<file path="config.mk">
export PLATFORM = sky130hd
export DESIGN_NAME = fetch_stage
export DESIGN_NICKNAME = d
export VERILOG_FILES = /design/src/rtl/riscv_pkg.sv /design/src/rtl/pc_reg.sv /design/src/rtl/fetch_stage.sv
export SDC_FILE = /design/constraint.sdc
export NUM_CORES = 1
export LEC_CHECK = 0
export CAP_MARGIN = 20
export CORE_UTILIZATION = 35
export CTS_BUF_LIST = sky130_fd_sc_hd__clkbuf_2 sky130_fd_sc_hd__clkbuf_4 sky130_fd_sc_hd__clkbuf_8
export DETAILED_ROUTE_END_ITERATION = 6
export MAX_ROUTING_LAYER = met4
export PLACE_DENSITY_LB_ADDON = 0.05
export SYNTH_ARGS = -nofsm -noshare
export SYNTH_HDL_FRONTEND = slang
export SYNTH_SLANG_ARGS = --single-unit
</file>
<file path="constraint.sdc">
create_clock -name clk -period 1.2 [get_ports clk]
set_input_delay 0.24 -clock clk [delete_from_list [all_inputs] [get_ports clk]]
set_output_delay 0.24 -clock clk [all_outputs]
set_load 0.02 [all_outputs]
</file>
<file path="src/rtl/riscv_pkg.sv">
// Shared RV32 front-end types: fetch FSM states, the IF/ID record and the NOP encoding.
// Decode imports ifid_t from here.
package riscv_pkg;

    localparam int unsigned XLEN = 32;
    localparam logic [31:0] NOP_INSTR = 32'h0000_0013;

    typedef enum logic [1:0] {
        StBoot,
        StRun,
        StTrap
    } fetch_state_t;

    typedef struct packed {
        logic [XLEN-1:0] pc;
        logic [XLEN-1:0] instr;
        logic            valid;
    } ifid_t;

endpackage

</file>
<file path="src/rtl/pc_reg.sv">
// Program-counter register: asynchronous reset to RESET_PC, load takes priority over the +4 advance.
module pc_reg #(
    parameter int unsigned PC_W     = 9,
    parameter logic [31:0] RESET_PC = 32'h0
) (
    input  logic            clk,
    input  logic            reset,
    input  logic            en,
    input  logic            load,
    input  logic [PC_W-1:0] load_pc,
    output logic [PC_W-1:0] pc,
    output logic [PC_W-1:0] pc_plus4
);

    logic [PC_W-1:0] pc_q;

    always_ff @(posedge clk or negedge reset) begin
        if (!reset) begin
            pc_q <= RESET_PC[PC_W-1:0];
        end else if (load) begin
            pc_q <= load_pc;
        end else if (en) begin
            pc_q <= pc_plus4;
        end
    end

    assign pc       = pc_q;
    // Wraps modulo 2^PC_W by construction.
    assign pc_plus4 = pc_q + PC_W'(4);

endmodule

</file>
<file path="src/rtl/fetch_stage.sv">
// Instruction-fetch stage: PC/next-PC selection, IF/ID register and BOOT/RUN sequencing.
// Define FETCH_MISALIGN_TRAP_EN to trap on misaligned redirects instead of forcing alignment.
module fetch_stage
    import riscv_pkg::*;
#(
    parameter int unsigned PC_W     = 9,
    parameter int unsigned INSTR_W  = 32,
    parameter logic [31:0] RESET_PC = 32'h0
) (
    input  logic               clk,
    input  logic               reset,
    input  logic               stall,
    input  logic               PcSel,
    input  logic [31:0]        BrPC,
    output logic [PC_W-1:0]    imem_addr,
    input  logic [INSTR_W-1:0] imem_rdata,
    output logic [PC_W-1:0]    ifid_pc,
    output logic [INSTR_W-1:0] ifid_instr,
    output logic               ifid_valid,
`ifdef FETCH_MISALIGN_TRAP_EN
    output logic               fetch_misalign,
`endif
    output logic [PC_W-1:0]    pc_plus4
);

    localparam ifid_t IFID_BUBBLE = '{pc: '0, instr: NOP_INSTR, valid: 1'b0};

    fetch_state_t    state_q, state_d;
    ifid_t           ifid_q, ifid_d, ifid_fetch;
    logic [PC_W-1:0] pc;
    logic            pc_en;
    logic            pc_load;
    logic [PC_W-1:0] load_pc;

`ifdef FETCH_MISALIGN_TRAP_EN
    logic misalign_q, misalign_d;
`endif

    pc_reg #(
        .PC_W     (PC_W),
        .RESET_PC (RESET_PC)
    ) u_pc_reg (
        .clk      (clk),
        .reset    (reset),
        .en       (pc_en),
        .load     (pc_load),
        .load_pc  (load_pc),
        .pc       (pc),
        .pc_plus4 (pc_plus4)
    );

    assign ifid_fetch = '{pc: XLEN'(pc), instr: XLEN'(imem_rdata), valid: 1'b1};

    always_comb begin
        state_d = state_q;
        ifid_d  = ifid_q;
        pc_en   = 1'b0;
        pc_load = 1'b0;
        load_pc = {BrPC[PC_W-1:2], 2'b00};
`ifdef FETCH_MISALIGN_TRAP_EN
        misalign_d = misalign_q;
`endif
        unique case (state_q)
            StBoot: begin
                if (!stall) begin
                    pc_en   = 1'b1;
                    ifid_d  = ifid_fetch;
                    state_d = StRun;
                end
            end
            StRun: begin
                // Redirect beats stall so the wrong-path instruction never reaches decode.
                if (PcSel) begin
                    pc_load = 1'b1;
                    ifid_d  = IFID_BUBBLE;
`ifdef FETCH_MISALIGN_TRAP_EN
                    if (BrPC[1:0] != 2'b00) begin
                        load_pc    = BrPC[PC_W-1:0];
                        misalign_d = 1'b1;
                        state_d    = StTrap;
                    end
`endif
                end else if (!stall) begin
                    pc_en  = 1'b1;
                    ifid_d = ifid_fetch;
                end
            end
            // StTrap holds everything until reset.
            default: ;
        endcase
    end

    always_ff @(posedge clk or negedge reset) begin
        if (!reset) begin
            state_q <= StBoot;
            ifid_q  <= IFID_BUBBLE;
        end else begin
            state_q <= state_d;
            ifid_q  <= ifid_d;
        end
    end

`ifdef FETCH_MISALIGN_TRAP_EN
    always_ff @(posedge clk or negedge reset) begin
        if (!reset) begin
            misalign_q <= 1'b0;
        end else begin
            misalign_q <= misalign_d;
        end
    end

    assign fetch_misalign = misalign_q;
`endif

    assign imem_addr  = pc;
    assign ifid_pc    = ifid_q.pc[PC_W-1:0];
    assign ifid_instr = ifid_q.instr[INSTR_W-1:0];
    assign ifid_valid = ifid_q.valid;

    // BrPC upper bits are truncated by design; low bits only matter with the trap enabled.
    logic unused_bits;
    assign unused_bits = ^{BrPC[31:PC_W], BrPC[1:0], ifid_q.pc[XLEN-1:PC_W]};

endmodule

</file>
==> flow_summary.json, run 1 <==
{
  "core_area_um2": 5960,
  "crit_arrival_ns": 1.36,
  "netlist_area_um2": 2180,
  "synth-seq-cells": 50,
  "skew_ns": 0.00808,
  "drtAntennaViolNets": 0,
  "ys_types": 26,
  "critPathRequiredTime_ns": 0.96,
  "use_met1_pct": 22.8,
  "top_usage_layer": "met2",
  "met2_usage_pct": 27.6,
  "drive_gt1_share_pct": 38.4,
  "grt_max_degree": 51,
  "drtIter0Drc": 64,
  "fillers": 561,
  "multi_input_area_um2": 932,
  "final_cells": 395,
  "drt_first_pass_iters": 4,
  "avgRoutedWirePerCell_um": 13.3,
  "dp_slack_ns": -0.501,
  "root_buffer": "clkbuf_8",
  "via_per_inst": 4.56,
  "violations": "negative setup slack",
  "leakagePower_nw": 1.78,
  "cp-end-kind": "primary output",
  "fin_area_um2": 3510,
  "critPathLaunchType": "register",
  "synth_common_cells": "dfrtp_1, nor2_1, mux2i_1, nand2_1",
  "dp_hpwl_um": 3710,
  "grt_overflow": 0,
  "use_met3_pct": 3.93,
  "crit_path_max_incr_delay_ns": 0.43,
  "min_period_ns": 1.60,
  "fp.dieW_um": 81.0,
  "synth_top_area_share_pct": 53.9,
  "yosysSeqAreaShare_pct": 57.5,
  "rows": 28,
  "fin_nets": 388,
  "max-vdd-ir-drop_mv": 0.577,
  "cts_buffer_depth": 2,
  "drv_cap": 0,
  "area_growth_pct": 60.7,
  "hold_class": "primary input to register",
  "whs_ns": 0.371,
  "run_status": "complete, but fails checks",
  "synthArstFlopShare_pct": 100,
  "clk_latency_ns": 0.30,
  "clkTransAtPathRegs_ns": 0.10,
  "drcViolationCount": 0,
  "yosysTopAreaCell": "dfrtp_1",
  "drt-total-wl_um": 5230,
  "io_buffer_count": 98,
  "diodes": 0,
  "rsz0062_at_grt": "true",
  "crit_type": "register to primary output",
  "io_pins": 128,
  "fmax_mhz": 627,
  "start_util_pct": 36.6,
  "largest_register_ffs": 32,
  "power.density_nw_per_um2": 1180,
  "final_core_util_pct": 58.9,
  "htree_levels": 2,
  "regArea_um2": 1260,
  "die_h_um": 81.0,
  "cts_buffers": 5,
  "finalSetupViolations": 20,
  "setup_ws_ns": -0.396,
  "syn_inst": 195,
  "dpl-instance-area_um2": 3490,
  "drv_slew": 0,
  "grt_pass1_vias": 1833,
  "hold_viol": 0,
  "clkSinkCount": 50,
  "ys.flop_type": "dfrtp_1",
  "cts_tree": "done",
  "vias": 1800,
  "synth_warnings": 0,
  "fp.dieArea_um2": 6550,
  "grt_usage_pct": 17.7,
  "slowest_stage": "dfrtp_2",
  "fin_crit_sh_pct": 133,
  "antenna_found_initial": 0,
  "place_congestion": 0.753,
  "grt_pass1_wl_um": 8590,
  "synth_edf_count": 0,
  "dp_cells": 381,
  "ys_top_cells_by_area": "dfrtp_1, mux2i_1, nor2_1",
  "postSynthAreaPerCell_um2": 11.2,
  "worstPathCellList": "nand4_1, nor2_4, xor2_2, buf_6",
  "yosysMostFrequentCell": "dfrtp_1",
  "worstPathMaxFanout": 5
}
## layout by cell type, fill, tap and decap left out, drive strengths merged
cell,Yosys,routed
xnor2,2,2
ha,1,1
conb,1,4
a31oi,3,3
clkinvlp,0,2
o31ai,1,1
dfrtp,47,47
clkdlybuf4s50,0,40
dlygate4sd3,0,1
nand4,1,1
nor2,42,42
o21ai,5,5
nand4b,1,1
xor2,6,6
nand2,9,9
nand3,3,3
mux2i,40,40
or3,2,2
clkbuf,6,5
dfstp,3,3
or4,1,1
inv,3,4
a21oi,2,2
and3,2,2
nand2b,2,2
and2,1,1
buf,11,90
## worst max-delay path, delay by kind of cell (launching register included)
family | cells | cell delay [ns]
buf+inv | 1 | 0.13
simple gates | 2 | 0.34
flops | 1 | 0.43
xor+xnor | 1 | 0.15
## cell type report
class                      instances  share of cell area (%)
clock buffer                       5                    1.96
clock inverter                     3                   0.678
inverter                           3                   0.393
multi-input combinational        128                    26.6
sequential                        50                    36.0
tap                               75                    2.68
timing repair buffer             131                    31.7
## kinds of logic after synthesis
family          synth area share [%]
flops                           57.5
mux                             18.3
fa+ha+maj                      0.573
buf+inv                         4.76
simple gates                    12.6
compound gates                  2.81
xor+xnor                        3.21
other cells                    0.172
## per-layer routing
metal | up-vias | routed length, um
li1 | 886 | -
met1 | 850 | 2450
met2 | 59 | 2420
met3 | 5 | 319
met4 | 0 | 40
met5 | - | 0
## stage by stage
stage               setup TNS (ns)  power, mW
floorplan                   -0.815       2.49
global placement            -11.13       3.14
detailed placement          -10.46       3.15
CTS                          -3.04       4.17
global route                 -4.21       4.37
finish                       -3.06       4.13
## report_power, final
| part | total (mW) | leakage, nW | internal, mW | switching (mW) |
|---|---|---|---|---|
| combinational | 1.23 | 1.10 | 0.629 | 0.604 |
| sequential | 1.89 | 0.633 | 1.81 | 0.0848 |
| clock | 1.01 | 0.0408 | 0.418 | 0.594 |
| total | 4.13 | 1.78 | 2.85 | 1.28 |
## repair_timing
action / 4_1_cts / 5_1_grt
hold buffers: 1 / 0
gates cloned: 0 / 0
setup buffers: 5 / 2
endpoints found under the hold margin: 47 / 0
resized for setup: 238 / 36
pin swaps: 7 / 8
setup endpoints to repair: 59 / 42
## path summary, 6_finish.rpt
check                                             end  cells past startpoint                        from  slack (ns)
setup / recovery                          pc_plus4[8]                      4  u_pc_reg.pc[4]$_DFFE_PN0P_       -0.40
hold / removal             u_pc_reg.pc[7]$_DFFE_PN0P_                      3                       stall        0.37
setup reg to reg           u_pc_reg.pc[6]$_DFFE_PN0P_                      6  u_pc_reg.pc[3]$_DFFE_PN0P_       -0.26
hold reg to reg                state_q[0]$_DFFE_PN0P_                      1      state_q[0]$_DFFE_PN0P_        0.49
max in group asynchronous     ifid_instr[4]$_DFF_PN1_                      3                       reset        0.49
min in group asynchronous        ifid_pc[1]$_DFF_PN0_                      3                       reset        0.44
(Power assumes the default switching activity.)
==> inputs of run 2 (changes only) <==
--- a/config.mk
+++ b/config.mk
@@ -8,9 +8,11 @@
 export CAP_MARGIN = 20
 export CORE_UTILIZATION = 35
 export CTS_BUF_LIST = sky130_fd_sc_hd__clkbuf_2 sky130_fd_sc_hd__clkbuf_4 sky130_fd_sc_hd__clkbuf_8
+export CTS_CLUSTER_SIZE = 25
 export DETAILED_ROUTE_END_ITERATION = 6
 export MAX_ROUTING_LAYER = met4
 export PLACE_DENSITY_LB_ADDON = 0.05
+export SLEW_MARGIN = 20
 export SYNTH_ARGS = -nofsm -noshare
 export SYNTH_HDL_FRONTEND = slang
 export SYNTH_SLANG_ARGS = --single-unit
==> results of run 2 <==
The final DEF is identical to that of run 1; final timing and power are the same.
